===== src/rtl/pin_owner_ctrl_pkg.sv =====
// Shared types for the pin ownership controller: FSM states, owner index and
// turnaround counter widths.
package pin_owner_ctrl_pkg;

  // Wide enough for any NumSources up to 255.
  localparam int unsigned SelW = 8;
  localparam int unsigned CntW = 4;

  typedef logic [SelW-1:0] sel_t;
  typedef logic [CntW-1:0] cnt_t;

  typedef enum logic [0:0] {
    StIdle,
    StBlank
  } state_e;

endpackage


===== src/rtl/prim_flop_2sync.sv =====
// Two-flop synchroniser for bringing asynchronous inputs into the clk_i domain.
module prim_flop_2sync #(
  parameter int unsigned Width = 1,
  parameter logic [Width-1:0] ResetValue = '0
) (
  input  logic             clk_i,
  input  logic             rst_ni,
  input  logic [Width-1:0] d_i,
  output logic [Width-1:0] q_o
);

  logic [Width-1:0] stage1_q;
  logic [Width-1:0] stage2_q;

  always_ff @(posedge clk_i or negedge rst_ni) begin
    if (!rst_ni) begin
      stage1_q <= ResetValue;
      stage2_q <= ResetValue;
    end else begin
      stage1_q <= d_i;
      stage2_q <= stage1_q;
    end
  end

  assign q_o = stage2_q;

endmodule


===== src/rtl/pin_owner_ctrl.sv =====
// Per-pin ownership mux between several requesters and the padring, with a
// forced tristate gap whenever a pin changes hands.
module pin_owner_ctrl
  import pin_owner_ctrl_pkg::*;
#(
  parameter int unsigned NumberOfPins     = 8,
  parameter int unsigned NumSources       = 2,
  parameter int unsigned TurnaroundCycles = 2
) (
  input  logic                                     clk_i,
  input  logic                                     rst_ni,
  input  logic                                     cfg_valid_i,
  output logic                                     cfg_ready_o,
  input  logic [$clog2(NumberOfPins)-1:0]          cfg_pin_i,
  input  logic [$clog2(NumSources+1)-1:0]          cfg_src_i,
  output logic                                     cfg_err_o,
  input  logic [NumSources-1:0][NumberOfPins-1:0]  src_out_i,
  input  logic [NumSources-1:0][NumberOfPins-1:0]  src_oe_i,
  output logic [NumberOfPins-1:0]                  src_in_o,
  output logic [NumberOfPins-1:0]                  to_pins_o,
  output logic [NumberOfPins-1:0]                  to_pins_en_o,
  input  logic [NumberOfPins-1:0]                  from_pins_i
);

  localparam int unsigned PinW = $clog2(NumberOfPins);

  state_e          state_q;
  cnt_t            cnt_q;
  logic [PinW-1:0] pin_q;
  sel_t            src_q;
  sel_t            sel_q [NumberOfPins];
  logic            err_q;

  sel_t req_src;
  sel_t cur_owner;
  logic req_bad;
  logic req_same;

  assign req_src = sel_t'(cfg_src_i);
  assign req_bad = (32'(cfg_pin_i) >= NumberOfPins) || (32'(cfg_src_i) > NumSources);

  // Loop lookup keeps the read in range even for unencodable pin indices.
  always_comb begin
    cur_owner = '0;
    for (int p = 0; p < NumberOfPins; p++) begin
      if (PinW'(p) == cfg_pin_i) cur_owner = sel_q[p];
    end
  end

  assign req_same = (req_src == cur_owner);

  always_ff @(posedge clk_i or negedge rst_ni) begin
    if (!rst_ni) begin
      state_q <= StIdle;
      cnt_q   <= '0;
      pin_q   <= '0;
      src_q   <= '0;
      err_q   <= 1'b0;
      for (int p = 0; p < NumberOfPins; p++) sel_q[p] <= '0;
    end else begin
      err_q <= 1'b0;
      case (state_q)
        StIdle: begin
          if (cfg_valid_i) begin
            if (req_bad) begin
              err_q <= 1'b1;
            end else if (!req_same) begin
              state_q <= StBlank;
              pin_q   <= cfg_pin_i;
              src_q   <= req_src;
              cnt_q   <= cnt_t'(TurnaroundCycles - 1);
            end
          end
        end
        StBlank: begin
          if (cnt_q == '0) begin
            for (int p = 0; p < NumberOfPins; p++) begin
              if (PinW'(p) == pin_q) sel_q[p] <= src_q;
            end
            state_q <= StIdle;
          end else begin
            cnt_q <= cnt_q - cnt_t'(1);
          end
        end
        default: state_q <= StIdle;
      endcase
    end
  end

  assign cfg_ready_o = (state_q == StIdle);
  assign cfg_err_o   = err_q;

  always_comb begin
    to_pins_o    = '0;
    to_pins_en_o = '0;
    for (int p = 0; p < NumberOfPins; p++) begin
      for (int s = 0; s < NumSources; s++) begin
        if (sel_q[p] == sel_t'(s + 1)) begin
          to_pins_o[p]    = src_out_i[s][p];
          to_pins_en_o[p] = src_oe_i[s][p];
        end
      end
      if ((state_q == StBlank) && (pin_q == PinW'(p))) to_pins_en_o[p] = 1'b0;
    end
  end

  prim_flop_2sync #(
    .Width      (NumberOfPins),
    .ResetValue ('0)
  ) u_in_sync (
    .clk_i  (clk_i),
    .rst_ni (rst_ni),
    .d_i    (from_pins_i),
    .q_o    (src_in_o)
  );

endmodule


===== config.mk =====
export PLATFORM = sky130hd
export DESIGN_NAME = pin_owner_ctrl
export DESIGN_NICKNAME = d
export VERILOG_FILES = /design/src/rtl/pin_owner_ctrl_pkg.sv /design/src/rtl/prim_flop_2sync.sv /design/src/rtl/pin_owner_ctrl.sv
export SDC_FILE = /design/constraint.sdc
export NUM_CORES = 1
export LEC_CHECK = 0
export ABC_AREA = 1
export BUFFER_PORTS_ARGS = -buffer_cell sky130_fd_sc_hd__clkbuf_2
export CAP_MARGIN = 20
export CORE_MARGIN = 8
export CORE_UTILIZATION = 49
export CTS_CLUSTER_SIZE = 12
export DETAILED_ROUTE_END_ITERATION = 16
export PLACE_DENSITY = 0.83
export SLEW_MARGIN = 20
export SYNTH_ARGS = -nofsm -noshare
export SYNTH_HDL_FRONTEND = slang
export SYNTH_SLANG_ARGS = --single-unit

===== constraint.sdc =====
create_clock -name clk_i -period 2.2 [get_ports clk_i]
set_input_delay 0.22 -clock clk_i [delete_from_list [all_inputs] [get_ports clk_i]]
set_output_delay 0.22 -clock clk_i [all_outputs]
set_load 0.02 [all_outputs]

; ---- Word level (Yosys, flattened, before mapping)
; Cells that the tools add are included.
[word_totals]
reg_bits = 43
latchBits = 0
mem_bits_rw = 0
rom_bits = 0
in_bits = 48
out_inout_bits = 26
elab_cells = 144
mem_count = 0
[op_classes]
n_addsub = 1
n_mul = 0
n_div = 0
magnitude_cmp = 1
n_eq_ne = 42
shift = 0
muxes = 61
bitwise_logic = 3
n_reduce_logical = 21
[op_table]
columns = operator, n
row1 = 1-bit two-way mux, 47
row2 = "3-bit equality test, first input constant", 8
row3 = 3-bit AND reduction, 8
row4 = "2-bit by 1-bit equality test with 1-bit output, second input constant", 8
row5 = "2-bit equality test, second input constant", 8
row6 = 2-bit two-way mux, 8
row7 = 4-bit two-way mux, 4
row8 = "2-bit by 3-bit equality test with 1-bit output, first input constant", 4
row9 = "3-bit equality test, second input constant", 4
row10 = 2-bit by 8-bit equality test with 1-bit output, 1
row11 = 1-bit logical AND, 8
row12 = "2-bit inequality test, second input constant", 4
row13 = 4-bit one-hot mux with 2 select lines, 1
row14 = 4-bit AND reduction, 2
row15 = "1-bit by 3-bit equality test with 1-bit output, first input constant", 2
row16 = "3-bit by 2-bit equality test with 1-bit output, second input constant", 2
row17 = 3-bit logical NOT, 2
row18 = 4-bit logical NOT, 1
row19 = "4-bit by 1-bit subtractor with 4-bit output, second input constant", 1
row20 = "3-bit by 1-bit equality test with 1-bit output, second input constant", 1
row21 = 1-bit NOT, 3
row22 = "2-bit > comparator, second input constant", 1
row23 = 1-bit one-hot mux with 2 select lines, 1

; ---- Logic depth before layout (Yosys ltp)
[depth]
word_depth = 14
ltp_mapped = 15
mapped_depth_nobuf = 14

; ---- Cells and area by module
; From an unflattened synthesis, not the netlist that was laid out.
[unflattened]
hier_cells = 266
area_unflattened_um2 = 2115.8
[modules_own_cells]
columns = mod, n_inst, cells_per_inst, area_per_inst_um2, seq_area_each_um2
row1 = pin_owner_ctrl, 1, 250, 1715.4, 675.6
row2 = prim_flop_2sync, 1, 16, 400.4, 400.4

; ---- Worst setup path after synthesis
; No wires, ideal clock.
[synth_path]
kind = register -> register
from = reg cnt_q[0]
to = reg cnt_q[2]
setup_ns = 0.117
t_arrival_ns = 1.377
required_time_ns = 2.083
path_slack_ns = 0.706
stages_incl_launch_ff = 10
n_path_buf = 0
period_less_slack_ns = 1.494
cell_sequence = dfrtp_1 > inv_1 > ha_1 > nand2_1 > nor2_1 > inv_1 > nand2_1 > nand2_1 > nand2_1 > nand2_1
[synth_via]
elab_chain_cells = 3
elab_cells_between_ends = 6
cone_classes = add/sub: 1 / eq/ne: 1 / mux: 2 / reduce/logical: 2
[synth_rtl]
columns = item, line
row1 = start: declaration, pin_owner_ctrl.sv:28  ; cnt_t cnt_q;
row2 = start signal: assignment, pin_owner_ctrl.sv:71  ; cnt_q <= cnt_t'(TurnaroundCycles - 1);
row3 = start signal: assignment, pin_owner_ctrl.sv:82  ; cnt_q <= cnt_q - cnt_t'(1);
row4 = 4-bit by 1-bit subtractor with 4-bit output / 4-bit logical NOT (equally long branches), "pin_owner_ctrl.sv:82, pin_owner_ctrl.sv:76"
row5 = 4-bit two-way mux / 2-bit inequality test (equally long branches), --
row6 = 4-bit one-hot mux with 2 select lines / 4-bit AND reduction (equally long branches), --
; Parallel ways exist; a longest one is shown, timed or not. The select of a mux whose other input is x is not followed.
; A chain may end at the register's enable or synchronous reset.

; ---- Worst setup path after layout
[layout_path]
from = reg state_q
to = out to_pins_en_o[3]
[layout_via]
elab_chain_cells = 2
[layout_rtl]
columns = item, line
row1 = start: declaration, pin_owner_ctrl.sv:27  ; state_e state_q;
row2 = start signal: assignment, pin_owner_ctrl.sv:54  ; state_q <= StIdle;
row3 = start signal: assignment, pin_owner_ctrl.sv:68  ; state_q <= StBlank;
row4 = start signal: assignment, pin_owner_ctrl.sv:80  ; state_q <= StIdle;
row5 = 1-bit logical AND, pin_owner_ctrl.sv:103  ; if ((state_q == StBlank) && (pin_q == PinW'(p))) to_pins_en_o[p] = 1'b0;
row6 = 1-bit two-way mux, pin_owner_ctrl.sv:103
row7 = end: declaration, pin_owner_ctrl.sv:21  ; output logic [NumberOfPins-1:0] to_pins_en_o,
; Every way passes these cells.

==> results <==
- Counting every net in the synthesized netlist gives 315.
- The critical-path maximum fanout is 6.
- VDD sags by at most 773 uV.
- For this design, the sink count on the clock tree is 43.
- The cell area that synthesis handed to floorplanning was 2120 um^2.
- The critical path data required time is 1.98 ns.
- The slew at the pin closest to its max-slew limit is 0.385 ns.
- The standard cell with the maximum stage delay on the critical path is sky130_fd_sc_hd__dfrtp_1.
- In the routed layout, each cell is associated on average with a via count of 5.00.
- The max-slew violation count came to 0.
- Measured along the x axis, the die boundary spans 81.7 um.
- The number of antenna diodes in the final layout is 0.
- The root buffer cell chosen for the clock tree is sky130_fd_sc_hd__clkbuf_8.
- The top achievable clock speed is 526 MHz.
- The routability congestion estimate from global placement is 0.974.
- The initial utilization of the core area, before any placement, comes to 49.6%.
- Among cell families on the critical path, the largest total delay comes from flip-flops.
- The synthesized netlist contains 21 unique library cells.
- The number of iterations in the first detailed-routing pass is 4.
- After filler insertion, the fill cell instance count of the layout stands at 370.
- The first-iteration detailed-routing DRC count is 201.
- Sequential elements use 50.9% of the synthesized area.
- The area of the die is 6680 um^2.
- The path category of the worst min-delay check is input port to flip-flop.
- The core outline area is 4260 um^2.
- Headroom to the max-slew limit came out at 74.3%.
- Including well taps, the total number of placed cells is 392.
- The tool flagged a number of max-cap violations equal to 0.
- The via count is 2005.
- Once detail routing completed, the nets flagged for antenna violations numbered 0.
- Relative to the synthesized area, the layout overhead comes to 26.3%.
- After layout, the minimum clock period comes to 1.90 ns.
- The critical path launch point type is a flip-flop.
- For the worst setup path, the data arrival time is 1.68 ns.
- The number of buffers and inverters on the critical path is 3.
- Setup repair after global routing left no endpoint under its margin.
- The synthesis-stage register bit count is 43.
- The Yosys step of the flow raised 0 warnings.
- The HPWL after detailed placement is 4.17 mm.
- The number of hold buffers added after CTS was 1.
- The count of cells resized by post-cts repair is 0.
- At the end of the flow, the number of nets in the layout was 397.
- The post-route DRC violation count is 0.
- The total count of hold-check failures in the final report is 0.
- The CTS tree is done.
- The element type at the critical path end is an output port.
- The worst setup path is of the flip-flop to output port kind.
- Synthesis handed over a netlist of 266 instances.
- After routing the design area is 2670 um^2.
- The flow ran to the end, and the final reports show no timing, DRC or antenna violations.
- In this run the tool buffered the top-level ports with 73 buffer cells.
- The worst setup margin is 0.298 ns.
- The post-CTS setup buffer count is 0.
- Entering global routing, the biggest net connects 18 pins.
- The height of the die is 81.7 um.
- The CTS clock-pin slew for the worst setup and hold paths is 0.08 ns.
- Global routing used 16.7% of the available tracks across all layers.
- For this run, the share of the core covered by cells in the final layout is 62.7%.
- After global routing the overflow that remains totals 0.
- The later-pin clock latency in the skew report is 0.29 ns.
- The signal on the critical path passes through inv_1 -> nor2_1 -> inv_1 -> nor2_1 -> a21oi_1 -> clkbuf_2.
- The filler-free cell count of the finished design is 401.
- TritonCTS created 5 clock buffers.
- The maximum root-to-sink buffer count is 2.
- Timing analysis after detailed placement gives a worst setup slack of 0.406 ns.
- The number of global-route vias before repair is 2009.
- The clock skew is 0.00405 ns.
- The final cycle utilization of the critical path is 86.4%.
- The mean routed wirelength per cell is 13.0 um.
- The highest cell delay on the worst timing path is 0.46 ns.
- The fraction of layout instances using a drive strength above 1 is 28.9%.
- The leakage power summed over all cells is 1.42 nW.
- On the final layout, the worst hold slack is 0.0245 ns.
- For this design the ratio of total power to cell area is 1100 nW/um^2.
- The number of H-tree levels is 2.
- In this run the cell area measured after placement is 2550 um^2.
- The final count of negative-setup-slack endpoints is 0.
- 74 I/O pins were placed.
- The total power is 2.93 mW.
- The floorplan has 24 rows.
- After detailed routing, the total wire length is 5.21 mm.
- Summed over all failing endpoints, the final setup total negative slack is 0 ns.
- The initial antenna violation count is 0.
- The first-pass GRT wire length is 8.89 mm.
- The post-synthesis area per instance is 7.95 um^2.
[synth_stat cells]
master                     number  area, um^2
sky130_fd_sc_hd__nor2_2         2        12.5
sky130_fd_sc_hd__or2_2          5        31.3
sky130_fd_sc_hd__xor2_1         1        8.76
sky130_fd_sc_hd__inv_4          1        6.26
sky130_fd_sc_hd__a21oi_2        1        8.76
sky130_fd_sc_hd__nand4_1        8        50.1
sky130_fd_sc_hd__buf_6          2        22.5
sky130_fd_sc_hd__nor3_2         2        20.0
sky130_fd_sc_hd__nand3b_1       1        7.51
sky130_fd_sc_hd__o21ai_1        4        20.0
sky130_fd_sc_hd__inv_1         42         158
sky130_fd_sc_hd__o21ai_0       28         140
sky130_fd_sc_hd__nor2_1        15        56.3
sky130_fd_sc_hd__nand3_1       39         195
sky130_fd_sc_hd__dfrtp_1       43        1080
sky130_fd_sc_hd__nand2_1       58         218
sky130_fd_sc_hd__nand2_2        2        12.5
sky130_fd_sc_hd__o21ai_2        2        17.5
sky130_fd_sc_hd__inv_2          2        7.51
sky130_fd_sc_hd__a21oi_1        7        35.0
sky130_fd_sc_hd__ha_1           1        12.5
[state kept, by name, summed over array words and instances, names as in the netlist]
signal,cells
u_in_sync.stage1_q,8
src_q,2
cfg_err_o,1
u_in_sync.q_o,8
state_q,1
pin_q,3
cnt_q,4
sel_q,16
[worst register-to-register path, stage by stage (launching register included)]
cell	delay, ns
sky130_fd_sc_hd__dfrtp_1	0.43
sky130_fd_sc_hd__nand4_1	0.12
sky130_fd_sc_hd__nand3_1	0.09
sky130_fd_sc_hd__nor2_1	0.10
sky130_fd_sc_hd__nand4_1	0.12
sky130_fd_sc_hd__nand2_1	0.08
sky130_fd_sc_hd__nand2_1	0.04
sky130_fd_sc_hd__nand2_1	0.05
sky130_fd_sc_hd__nand2_1	0.06
sky130_fd_sc_hd__nand2_2	0.22
sky130_fd_sc_hd__nand2_1	0.16
sky130_fd_sc_hd__nand2_1	0.10
sky130_fd_sc_hd__nand2_1	0.05
[per-layer routing]
layer	share of wire, %	track usage [%]	up-vias	routed length, um
li1	-	-	1025	-
met1	42	20.8	901	2170
met2	49	28.8	75	2550
met3	8.6	3.94	4	451
met4	0.84	4.04	0	44
met5	0	0	-	0
[final timing paths]
kind | startpoint | endpoint | slack [ns] | cells past startpoint
setup / recovery | state_q | to_pins_en_o[3] | 0.30 | 6
min in group asynchronous | rst_ni | u_in_sync.stage1_q[6] | 0.37 | 2
hold reg to reg | u_in_sync.stage1_q[3] | u_in_sync.q_o[3] | 0.35 | 0
setup reg to reg | sel_q[40] | cnt_q[3] | 0.48 | 12
hold / removal | from_pins_i[6] | u_in_sync.stage1_q[6] | 0.02 | 1
max in group asynchronous | rst_ni | cnt_q[3] | 1.31 | 3
[final cells by class]
| type | count | area [um^2] | area share, % |
|---|---|---|---|
| Clock buffer | 5 | 68.8 | 2.57 |
| Clock inverter | 3 | 47.5 | 1.78 |
| Inverter | 45 | 171 | 6.41 |
| Multi-Input combinational cell | 176 | 846 | 31.6 |
| Sequential cell | 43 | 1080 | 40.3 |
| Tap cell | 52 | 65.1 | 2.43 |
| Timing Repair Buffer | 77 | 398 | 14.9 |
[where the power goes]
| part | switching, mW | total [mW] | leakage (nW) | internal, mW |
|---|---|---|---|---|
| clock | 0.281 | 0.625 | 0.0587 | 0.344 |
| sequential | 0.182 | 1.17 | 0.539 | 0.983 |
| combinational | 0.749 | 1.14 | 0.825 | 0.389 |
| total | 1.21 | 2.93 | 1.42 | 1.72 |
[placed cells by master, fill, tap and decap left out]
cell type | synthesis | final
sky130_fd_sc_hd__a21oi_1 | 7 | 7
sky130_fd_sc_hd__nand3_1 | 39 | 39
sky130_fd_sc_hd__nor2_2 | 2 | 2
sky130_fd_sc_hd__nor2_1 | 15 | 15
sky130_fd_sc_hd__or2_2 | 5 | 5
sky130_fd_sc_hd__inv_4 | 1 | 1
sky130_fd_sc_hd__xor2_1 | 1 | 1
sky130_fd_sc_hd__clkbuf_2 | 0 | 73
sky130_fd_sc_hd__dfrtp_1 | 43 | 43
sky130_fd_sc_hd__o21ai_2 | 2 | 2
sky130_fd_sc_hd__ha_1 | 1 | 1
sky130_fd_sc_hd__nand3b_1 | 1 | 1
sky130_fd_sc_hd__inv_6 | 0 | 1
sky130_fd_sc_hd__bufinv_16 | 0 | 1
sky130_fd_sc_hd__nand2_2 | 2 | 2
sky130_fd_sc_hd__o21ai_1 | 4 | 4
sky130_fd_sc_hd__clkbuf_8 | 0 | 5
sky130_fd_sc_hd__a21oi_2 | 1 | 1
sky130_fd_sc_hd__o21ai_0 | 28 | 28
sky130_fd_sc_hd__inv_2 | 2 | 2
sky130_fd_sc_hd__inv_1 | 42 | 42
sky130_fd_sc_hd__nand2_1 | 58 | 58
sky130_fd_sc_hd__clkinv_4 | 0 | 1
sky130_fd_sc_hd__buf_4 | 0 | 3
sky130_fd_sc_hd__nor3_2 | 2 | 2
sky130_fd_sc_hd__dlygate4sd3_1 | 0 | 1
sky130_fd_sc_hd__nand4_1 | 8 | 8
[cells by family (layout without fill, tap and decap cells)]
| family | Yosys count | count (layout) | share of synthesized area [%] |
|---|---|---|---|
| AND/OR/NAND/NOR | 132 | 132 | 28.5 |
| buffers and inverters | 47 | 130 | 9.17 |
| flip-flops | 43 | 43 | 50.9 |
| AO/OA/AOI/OAI | 42 | 42 | 10.5 |
| adder cells (fa/ha/maj) | 1 | 1 | 0.591 |
| XOR/XNOR | 1 | 1 | 0.414 |
Note: power is estimated with default switching activity, not from simulation.
